**config.mk**
```make
export PLATFORM = sky130hd
export DESIGN_NAME = uart_rx_param
export DESIGN_NICKNAME = d
export VERILOG_FILES = /design/src/rtl/uart_rx_pkg.sv /design/src/rtl/uart_rx_fifo.sv /design/src/rtl/uart_rx_param.sv
export SDC_FILE = /design/constraint.sdc
export NUM_CORES = 1
export LEC_CHECK = 0
export CAP_MARGIN = 40
export CORE_MARGIN = 4
export CORE_UTILIZATION = 37
export DETAILED_ROUTE_END_ITERATION = 8
export GPL_ROUTABILITY_DRIVEN = 0
export PLACE_DENSITY = 0.52
export SLEW_MARGIN = 5
export SYNTH_ARGS = -nofsm -noshare
export SYNTH_HDL_FRONTEND = slang
export SYNTH_HIERARCHICAL = 1
export SYNTH_SLANG_ARGS = --single-unit
```
**constraint.sdc**
```tcl
create_clock -name clk -period 6.2 [get_ports clk]
set_input_delay 1.24 -clock clk [delete_from_list [all_inputs] [get_ports clk]]
set_output_delay 1.24 -clock clk [all_outputs]
set_load 0.05 [all_outputs]
```
**src/rtl/uart_rx_pkg.sv**
```systemverilog
// Shared types and constants for the parametrised UART receiver.
package uart_rx_pkg;

    typedef enum logic [2:0] {
        IDLE,
        START,
        DATA,
        PARITY,
        STOP1,
        STOP2,
        HOLD
    } state_e;

    // Bit positions inside the 3-bit per-word error field
    localparam int ERR_PAR = 0;
    localparam int ERR_FRM = 1;
    localparam int ERR_BRK = 2;

    localparam int OSR_16 = 16;
    localparam int OSR_8  = 8;

    // 2-of-3 majority vote of the three mid-bit samples
    function automatic logic maj3(input logic a, input logic b, input logic c);
        return (a & b) | (a & c) | (b & c);
    endfunction

endpackage

```
**src/rtl/uart_rx_fifo.sv**
```systemverilog
// First-word fall-through receive FIFO; a push into a full FIFO is accepted
// only when a pop happens on the same clock.
module uart_rx_fifo #(
    parameter int W     = 12,
    parameter int DEPTH = 8
) (
    input  logic                     clk,
    input  logic                     rst,
    input  logic                     push,
    input  logic [W-1:0]             wdata,
    input  logic                     pop,
    output logic [W-1:0]             rdata,
    output logic                     empty,
    output logic                     full,
    output logic [$clog2(DEPTH):0]   count
);

    localparam int AW = $clog2(DEPTH);
    localparam int CW = AW + 1;

    logic [W-1:0]  mem_q [DEPTH];
    logic [AW-1:0] wr_ptr_q, wr_ptr_d;
    logic [AW-1:0] rd_ptr_q, rd_ptr_d;
    logic [CW-1:0] count_q, count_d;
    logic          do_push;
    logic          do_pop;

    assign empty = (count_q == '0);
    assign full  = (count_q == CW'(DEPTH));
    assign count = count_q;
    assign rdata = empty ? '0 : mem_q[rd_ptr_q];

    assign do_pop  = pop && !empty;
    assign do_push = push && (!full || do_pop);

    // Pointer and occupancy next-state; pointers wrap naturally at DEPTH
    always_comb begin
        wr_ptr_d = wr_ptr_q;
        rd_ptr_d = rd_ptr_q;
        count_d  = count_q;
        if (do_push) wr_ptr_d = wr_ptr_q + AW'(1);
        if (do_pop)  rd_ptr_d = rd_ptr_q + AW'(1);
        case ({do_push, do_pop})
            2'b10:   count_d = count_q + CW'(1);
            2'b01:   count_d = count_q - CW'(1);
            default: count_d = count_q;
        endcase
    end

    // Pointer and occupancy registers
    always_ff @(posedge clk or posedge rst) begin
        if (rst) begin
            wr_ptr_q <= '0;
            rd_ptr_q <= '0;
            count_q  <= '0;
        end else begin
            wr_ptr_q <= wr_ptr_d;
            rd_ptr_q <= rd_ptr_d;
            count_q  <= count_d;
        end
    end

    // Storage array; when full with a pop, the write lands on the slot being freed
    always_ff @(posedge clk) begin
        if (do_push) mem_q[wr_ptr_q] <= wdata;
    end

endmodule

```
**src/rtl/uart_rx_param.sv**
```systemverilog
// Parametrised UART receiver: oversampled majority-vote bit recovery,
// parity/framing/break detection and a receive FIFO with sticky overrun.
module uart_rx_param
    import uart_rx_pkg::*;
#(
    parameter int MAX_DATA_W  = 9,
    parameter int FIFO_DEPTH  = 8,
    parameter int SYNC_STAGES = 2
) (
    input  logic                          clk,
    input  logic                          rst,
    input  logic                          en,
    input  logic                          baud_tick,
    input  logic                          osm_sel,
    input  logic [3:0]                    wls,
    input  logic                          pen,
    input  logic                          eps,
    input  logic                          stb,
    input  logic                          rx_i,
    input  logic                          rd_en,
    input  logic                          ovr_clr,
    output logic [MAX_DATA_W-1:0]         rd_data,
    output logic [2:0]                    rd_err,
    output logic                          empty,
    output logic                          full,
    output logic [$clog2(FIFO_DEPTH):0]   count,
    output logic                          overrun,
    output logic                          busy
);

    localparam int FW = MAX_DATA_W + 3;

    logic [SYNC_STAGES-1:0] sync_q, sync_d;
    logic                   rx_s;
    logic                   rx_prev_q;

    state_e                 state_q, state_d;
    logic [3:0]             tick_q, tick_d;
    logic                   s0_q, s0_d;
    logic                   s1_q, s1_d;
    logic [3:0]             bit_cnt_q, bit_cnt_d;
    logic [MAX_DATA_W-1:0]  data_q, data_d;
    logic                   par_q, par_d;
    logic                   zero_q, zero_d;
    logic                   perr_q, perr_d;
    logic                   frm_q, frm_d;
    logic                   brk_q, brk_d;
    logic                   busy_q, busy_d;
    logic                   overrun_q, overrun_d;

    logic [3:0]             osr_last;
    logic [3:0]             mid;
    logic [3:0]             nbits;
    logic                   dec;
    logic                   wrap;
    logic                   bit_v;
    logic                   stop_frm;
    logic                   push;
    logic [2:0]             push_err;
    logic                   drop;
    logic [FW-1:0]          head;

    assign rx_s     = sync_q[SYNC_STAGES-1];
    assign osr_last = osm_sel ? 4'(OSR_8 - 1) : 4'(OSR_16 - 1);
    assign mid      = osm_sel ? 4'(OSR_8 / 2) : 4'(OSR_16 / 2);
    assign dec      = baud_tick && (tick_q == mid + 4'd1);
    assign wrap     = baud_tick && (tick_q == osr_last);
    assign bit_v    = maj3(s0_q, s1_q, rx_s);

    // Synchroniser shift chain, rx_i enters at bit 0
    always_comb begin
        sync_d = {sync_q[SYNC_STAGES-2:0], rx_i};
    end

    // Data length, clamped to the widest supported word
    always_comb begin
        if (wls > 4'(MAX_DATA_W - 5)) nbits = 4'(MAX_DATA_W);
        else                          nbits = wls + 4'd5;
    end

    // Receive FSM next-state: bit actions at the decision tick, bit advance at wrap
    always_comb begin
        state_d   = state_q;
        tick_d    = tick_q;
        s0_d      = s0_q;
        s1_d      = s1_q;
        bit_cnt_d = bit_cnt_q;
        data_d    = data_q;
        par_d     = par_q;
        zero_d    = zero_q;
        perr_d    = perr_q;
        frm_d     = frm_q;
        brk_d     = brk_q;
        stop_frm  = 1'b0;
        push      = 1'b0;
        push_err  = '0;

        if (baud_tick) begin
            tick_d = (tick_q == osr_last) ? '0 : tick_q + 4'd1;
            if (tick_q == mid - 4'd1) s0_d = rx_s;
            if (tick_q == mid)        s1_d = rx_s;
        end

        unique case (state_q)
            IDLE: begin
                if (en && rx_prev_q && !rx_s) begin
                    tick_d    = '0;
                    bit_cnt_d = '0;
                    data_d    = '0;
                    par_d     = 1'b0;
                    zero_d    = 1'b1;
                    perr_d    = 1'b0;
                    frm_d     = 1'b0;
                    brk_d     = 1'b0;
                    state_d   = START;
                end
            end
            START: begin
                if (dec && bit_v) state_d = IDLE;
                else if (wrap)    state_d = DATA;
            end
            DATA: begin
                if (dec) begin
                    for (int unsigned i = 0; i < MAX_DATA_W; i++) begin
                        if (bit_cnt_q == 4'(i)) data_d[i] = bit_v;
                    end
                    par_d     = par_q ^ bit_v;
                    zero_d    = zero_q & ~bit_v;
                    bit_cnt_d = bit_cnt_q + 4'd1;
                end
                if (wrap && (bit_cnt_q == nbits)) state_d = pen ? PARITY : STOP1;
            end
            PARITY: begin
                if (dec) begin
                    perr_d = par_q ^ bit_v ^ ~eps;
                    zero_d = zero_q & ~bit_v;
                end
                if (wrap) state_d = STOP1;
            end
            STOP1: begin
                if (dec) begin
                    frm_d = ~bit_v;
                    brk_d = zero_q & ~bit_v;
                    if (!stb) begin
                        push               = 1'b1;
                        push_err[ERR_BRK]  = zero_q & ~bit_v;
                        push_err[ERR_FRM]  = ~bit_v;
                        push_err[ERR_PAR]  = perr_q;
                        state_d            = bit_v ? IDLE : HOLD;
                    end
                end
                if (wrap && stb) state_d = STOP2;
            end
            STOP2: begin
                if (dec) begin
                    stop_frm           = frm_q | ~bit_v;
                    push               = 1'b1;
                    push_err[ERR_BRK]  = brk_q;
                    push_err[ERR_FRM]  = stop_frm;
                    push_err[ERR_PAR]  = perr_q;
                    state_d            = stop_frm ? HOLD : IDLE;
                end
            end
            HOLD: begin
                if (rx_s) state_d = IDLE;
            end
            default: state_d = IDLE;
        endcase

        if (!en) begin
            state_d = IDLE;
            push    = 1'b0;
        end
    end

    // Registered busy flag and sticky overrun; a drop outranks ovr_clr
    always_comb begin
        busy_d    = (state_d != IDLE);
        overrun_d = drop | (overrun_q & ~ovr_clr);
    end

    assign drop = push && full && !rd_en;

    // All receiver state registers
    always_ff @(posedge clk or posedge rst) begin
        if (rst) begin
            sync_q    <= '1;
            rx_prev_q <= 1'b1;
            state_q   <= IDLE;
            tick_q    <= '0;
            s0_q      <= 1'b1;
            s1_q      <= 1'b1;
            bit_cnt_q <= '0;
            data_q    <= '0;
            par_q     <= 1'b0;
            zero_q    <= 1'b0;
            perr_q    <= 1'b0;
            frm_q     <= 1'b0;
            brk_q     <= 1'b0;
            busy_q    <= 1'b0;
            overrun_q <= 1'b0;
        end else begin
            sync_q    <= sync_d;
            rx_prev_q <= rx_s;
            state_q   <= state_d;
            tick_q    <= tick_d;
            s0_q      <= s0_d;
            s1_q      <= s1_d;
            bit_cnt_q <= bit_cnt_d;
            data_q    <= data_d;
            par_q     <= par_d;
            zero_q    <= zero_d;
            perr_q    <= perr_d;
            frm_q     <= frm_d;
            brk_q     <= brk_d;
            busy_q    <= busy_d;
            overrun_q <= overrun_d;
        end
    end

    uart_rx_fifo #(
        .W     (FW),
        .DEPTH (FIFO_DEPTH)
    ) u_fifo (
        .clk   (clk),
        .rst   (rst),
        .push  (push),
        .wdata ({push_err, data_d}),
        .pop   (rd_en),
        .rdata (head),
        .empty (empty),
        .full  (full),
        .count (count)
    );

    assign rd_data = head[MAX_DATA_W-1:0];
    assign rd_err  = head[FW-1:MAX_DATA_W];
    assign overrun = overrun_q;
    assign busy    = busy_q;

endmodule
```
==> metrics.txt <==
status completed; post-layout util a little under half; Synth Flop Type edfxtp_1; post-route ant nets 0; Mapped Nets between 400 and 500; Worst Tran Pin Value 0.9182 ns; Post-CTS Setup Bufs 0; CTS Buf Count 17; Logic pwr share 27.9%; DRT iter0 DRCs 228; Lkg Pwr 2.703 nW; routed wire length approximately 14,000 um; Area Growth Syn to Fin 20.13%; WS Path Type in2reg; dpl ws approximately 1.5 ns; Tmin final ~4.3 ns; Worst Hold Class reg2reg; Post-synth EDFFs 96; Worst setup EP type flip-flop; Worst VDD drop between 0.2 and 0.25 mV; Syn Inst Count 448; main combinational cell family by area after synthesis multiplexers; Worst Path Arrival between 4 and 5 ns; fin crit share 69.47%; most common cell after layout, fill and taps aside edfxtp_1; DRC 0; Worst-path clk slew 0.05 ns; Post-Synth XOR/XNOR Area 2.372%; Clock Skew approximately 0.013 ns; #FFs+latches synth roughly 140; CP max FO 25; largest buffer count on any clock path 2; synthesized-area fraction occupied by adder cells under 10%; root buf cell clkbuf_16; Compound-Gate Fraction of Synth Area 7.415%; Initial Utilization approximately 38%; Data required, critical path about 6.2 ns; commonest cells after routing, fill and taps aside edfxtp_1, nor2_1, dfrtp_1; CTS H-tree depth 4; Max Cap Viol 0; Synth Area in Simple Gates a little under a tenth; fin nets roughly 530; die footprint around 19,000 um^2; final hold violation count 0; multiplexer share of the synthesized area between 10% and 20%; Flop pwr share between 30% and 40%; Worst Setup Start Kind input pin; Synth Area per Inst ~14 um^2; sequential fraction of the synthesis area 62.77%; Async SR Flop Fraction between 30% and 40%; Core Area 16,580 um^2; Max Fclk 232.2 MHz; # port buffers 34; final worst setup slack between 1.5 and 2 ns; IO Count 35; largest net degree at the start of global routing 33; r2r setup slk about 2.8 ns; Yosys Warn Count 6; Worst R2R Start tick_q[2]; share of cells above drive strength 1 about 18%; clock share of power roughly a third; antenna violations before repair 0; post-cts gate resize count 0; CTS tree yes; synthesized cell area around 6300 um^2; Post-Layout Cell Count ~740; cell area power density slightly below 400 nW/um^2; fillers ~1,500; overall die width roughly 140 um; Worst R2R End u_fifo/mem_q[2][7]; WHS around 0.35 ns; Worst Setup EP u_fifo/mem_q[2][7]; Post-CTS Hold Buffers 0; unrepaired setup endpoints after global routing false; NetSw 0.0009114 W; number of library cell types mapped by synthesis 61; first-pass GRT wire length 22,170 um; Vias/cell ~5.2; Via Count 3,827; latest clock arrival within the worst-skew pair approximately 0.41 ns; Fin Setup TNS 0 ns; Slew HR a little under two fifths; Total GRT Usage ~15%; critical path startpoint osm_sel; Worst Reg2Reg Path Length in Cells 8; first drt pass iteration count 5; total grt overflow 0; half-perimeter wire length after placement 9197 um; vias in the first global route ~4,000; Slew Limit Fails 0; average routed wire per standard cell about 19 um; Setup-failing EPs final 0; switching share of power 31.28%; clock sinks 138; antenna cells 0; die height about 140 um; Internal Power roughly 0.0020 W; Rows 47; placed insts just over 700
-- synthesized netlist by cell type (all sizes together), types with 2 or more instances --
master	instances	area, um^2
a211oi	2	15.01
a21oi	14	81.33
a31oi	13	96.34
and3	6	37.54
buf	11	70.06
clkbuf	8	31.28
dfrtp	37	925.9
dfstp	5	131.4
edfxtp	96	2883
ha	13	162.7
inv	21	78.82
mux2	4	48.79
mux2i	16	160.2
mux4	24	540.5
nand2	26	107.6
nand2b	7	43.79
nand3	11	55.05
nand4	3	18.77
nor2	42	160.2
nor2b	6	37.54
nor3	7	40.04
o21a	2	15.01
o21ai	28	143.9
o31ai	3	22.52
or3	7	43.79
xnor2	12	105.1
xor2	5	43.79
-- metrics by stage --
stage / power, W / area (um^2)
finish: 0.002914 / 7541
global route: 0.003057 / 7541
global placement: 0.001922 / 6912
floorplan: 0.001715 / 6277
CTS: 0.002953 / 7541
detailed placement: 0.001945 / 6957
-- critical path, stage by stage --
cell and delay, ns:
clkdlybuf4s50_1 0.49, or3b_4 0.45, a21oi_4 0.14, buf_4 0.29, and2_1 0.18, and3_1 0.41
o21a_1 0.26, nand2b_1 0.14, nor2_1 0.73
-- area by class of cell --
cell class | count | area (um^2) | area share (%)
flip-flops and latches | 138 | 3940 | 52.25
multi-input cells | 270 | 2157 | 28.60
inverters | 21 | 78.83 | 1.045
clock inverters | 8 | 122.6 | 1.626
repair buffers | 57 | 505.5 | 6.703
well taps | 220 | 275.3 | 3.650
clock buffers | 24 | 461.7 | 6.122
-- sequential cells by signal, summed over array words and instances (netlist names) --
signal           flops
bit_cnt_q            4
brk_q                1
busy                 1
data_q               9
frm_q                1
overrun              1
par_q                1
perr_q               1
rx_prev_q            1
s0_q                 1
s1_q                 1
state_q              3
sync_q               2
tick_q               4
u_fifo/count         4
u_fifo/mem_q        96
u_fifo/rd_ptr_q      3
u_fifo/wr_ptr_q      3
zero_q               1
-- power by group through the flow --
stage / Combinational [W] / Sequential [W] / Clock [W]
2_1_floorplan: 0.000592 / 0.00112 / 0
3_3_place_gp: 0.000808 / 0.00111 / 0
3_5_place_dp: 0.000830 / 0.00112 / 0
4_1_cts: 0.000831 / 0.00110 / 0.00102
5_1_grt: 0.000876 / 0.00111 / 0.00107
6_report: 0.000814 / 0.00110 / 0.00100
-- logic make-up after synthesis --
logic type / count (synthesis)
buffers and inverters: 40
xor gates and xnor gates: 17
muxes: 44
adders and majority gates: 15
DFF: 138
AOI/OAI and AO/OA: 72
and+or+nand+nor: 122
-- per-layer routing --
layer	part of all wire (%)	vias to the layer above	global-route usage (%)	wire, um
met2	49	80	23.90	6670
met1	47	1947	20.63	6418
met4	1.3	0	5.356	180
li1	-	1789	-	-
met5	0	-	0	0
met3	3.1	11	3.453	423
-- worst min path at each step --
stage / start / depth (start not counted) / endpoint / slack [ns]
floorplan: sync_q[0] / 0 / sync_q[1] / 0.35
global placement: sync_q[0] / 0 / sync_q[1] / 0.35
detailed placement: sync_q[0] / 0 / sync_q[1] / 0.35
CTS: sync_q[0] / 0 / sync_q[1] / 0.36
global route: sync_q[0] / 0 / sync_q[1] / 0.36
finish: sync_q[0] / 0 / sync_q[1] / 0.35
Power figures use the tool's default switching activity.
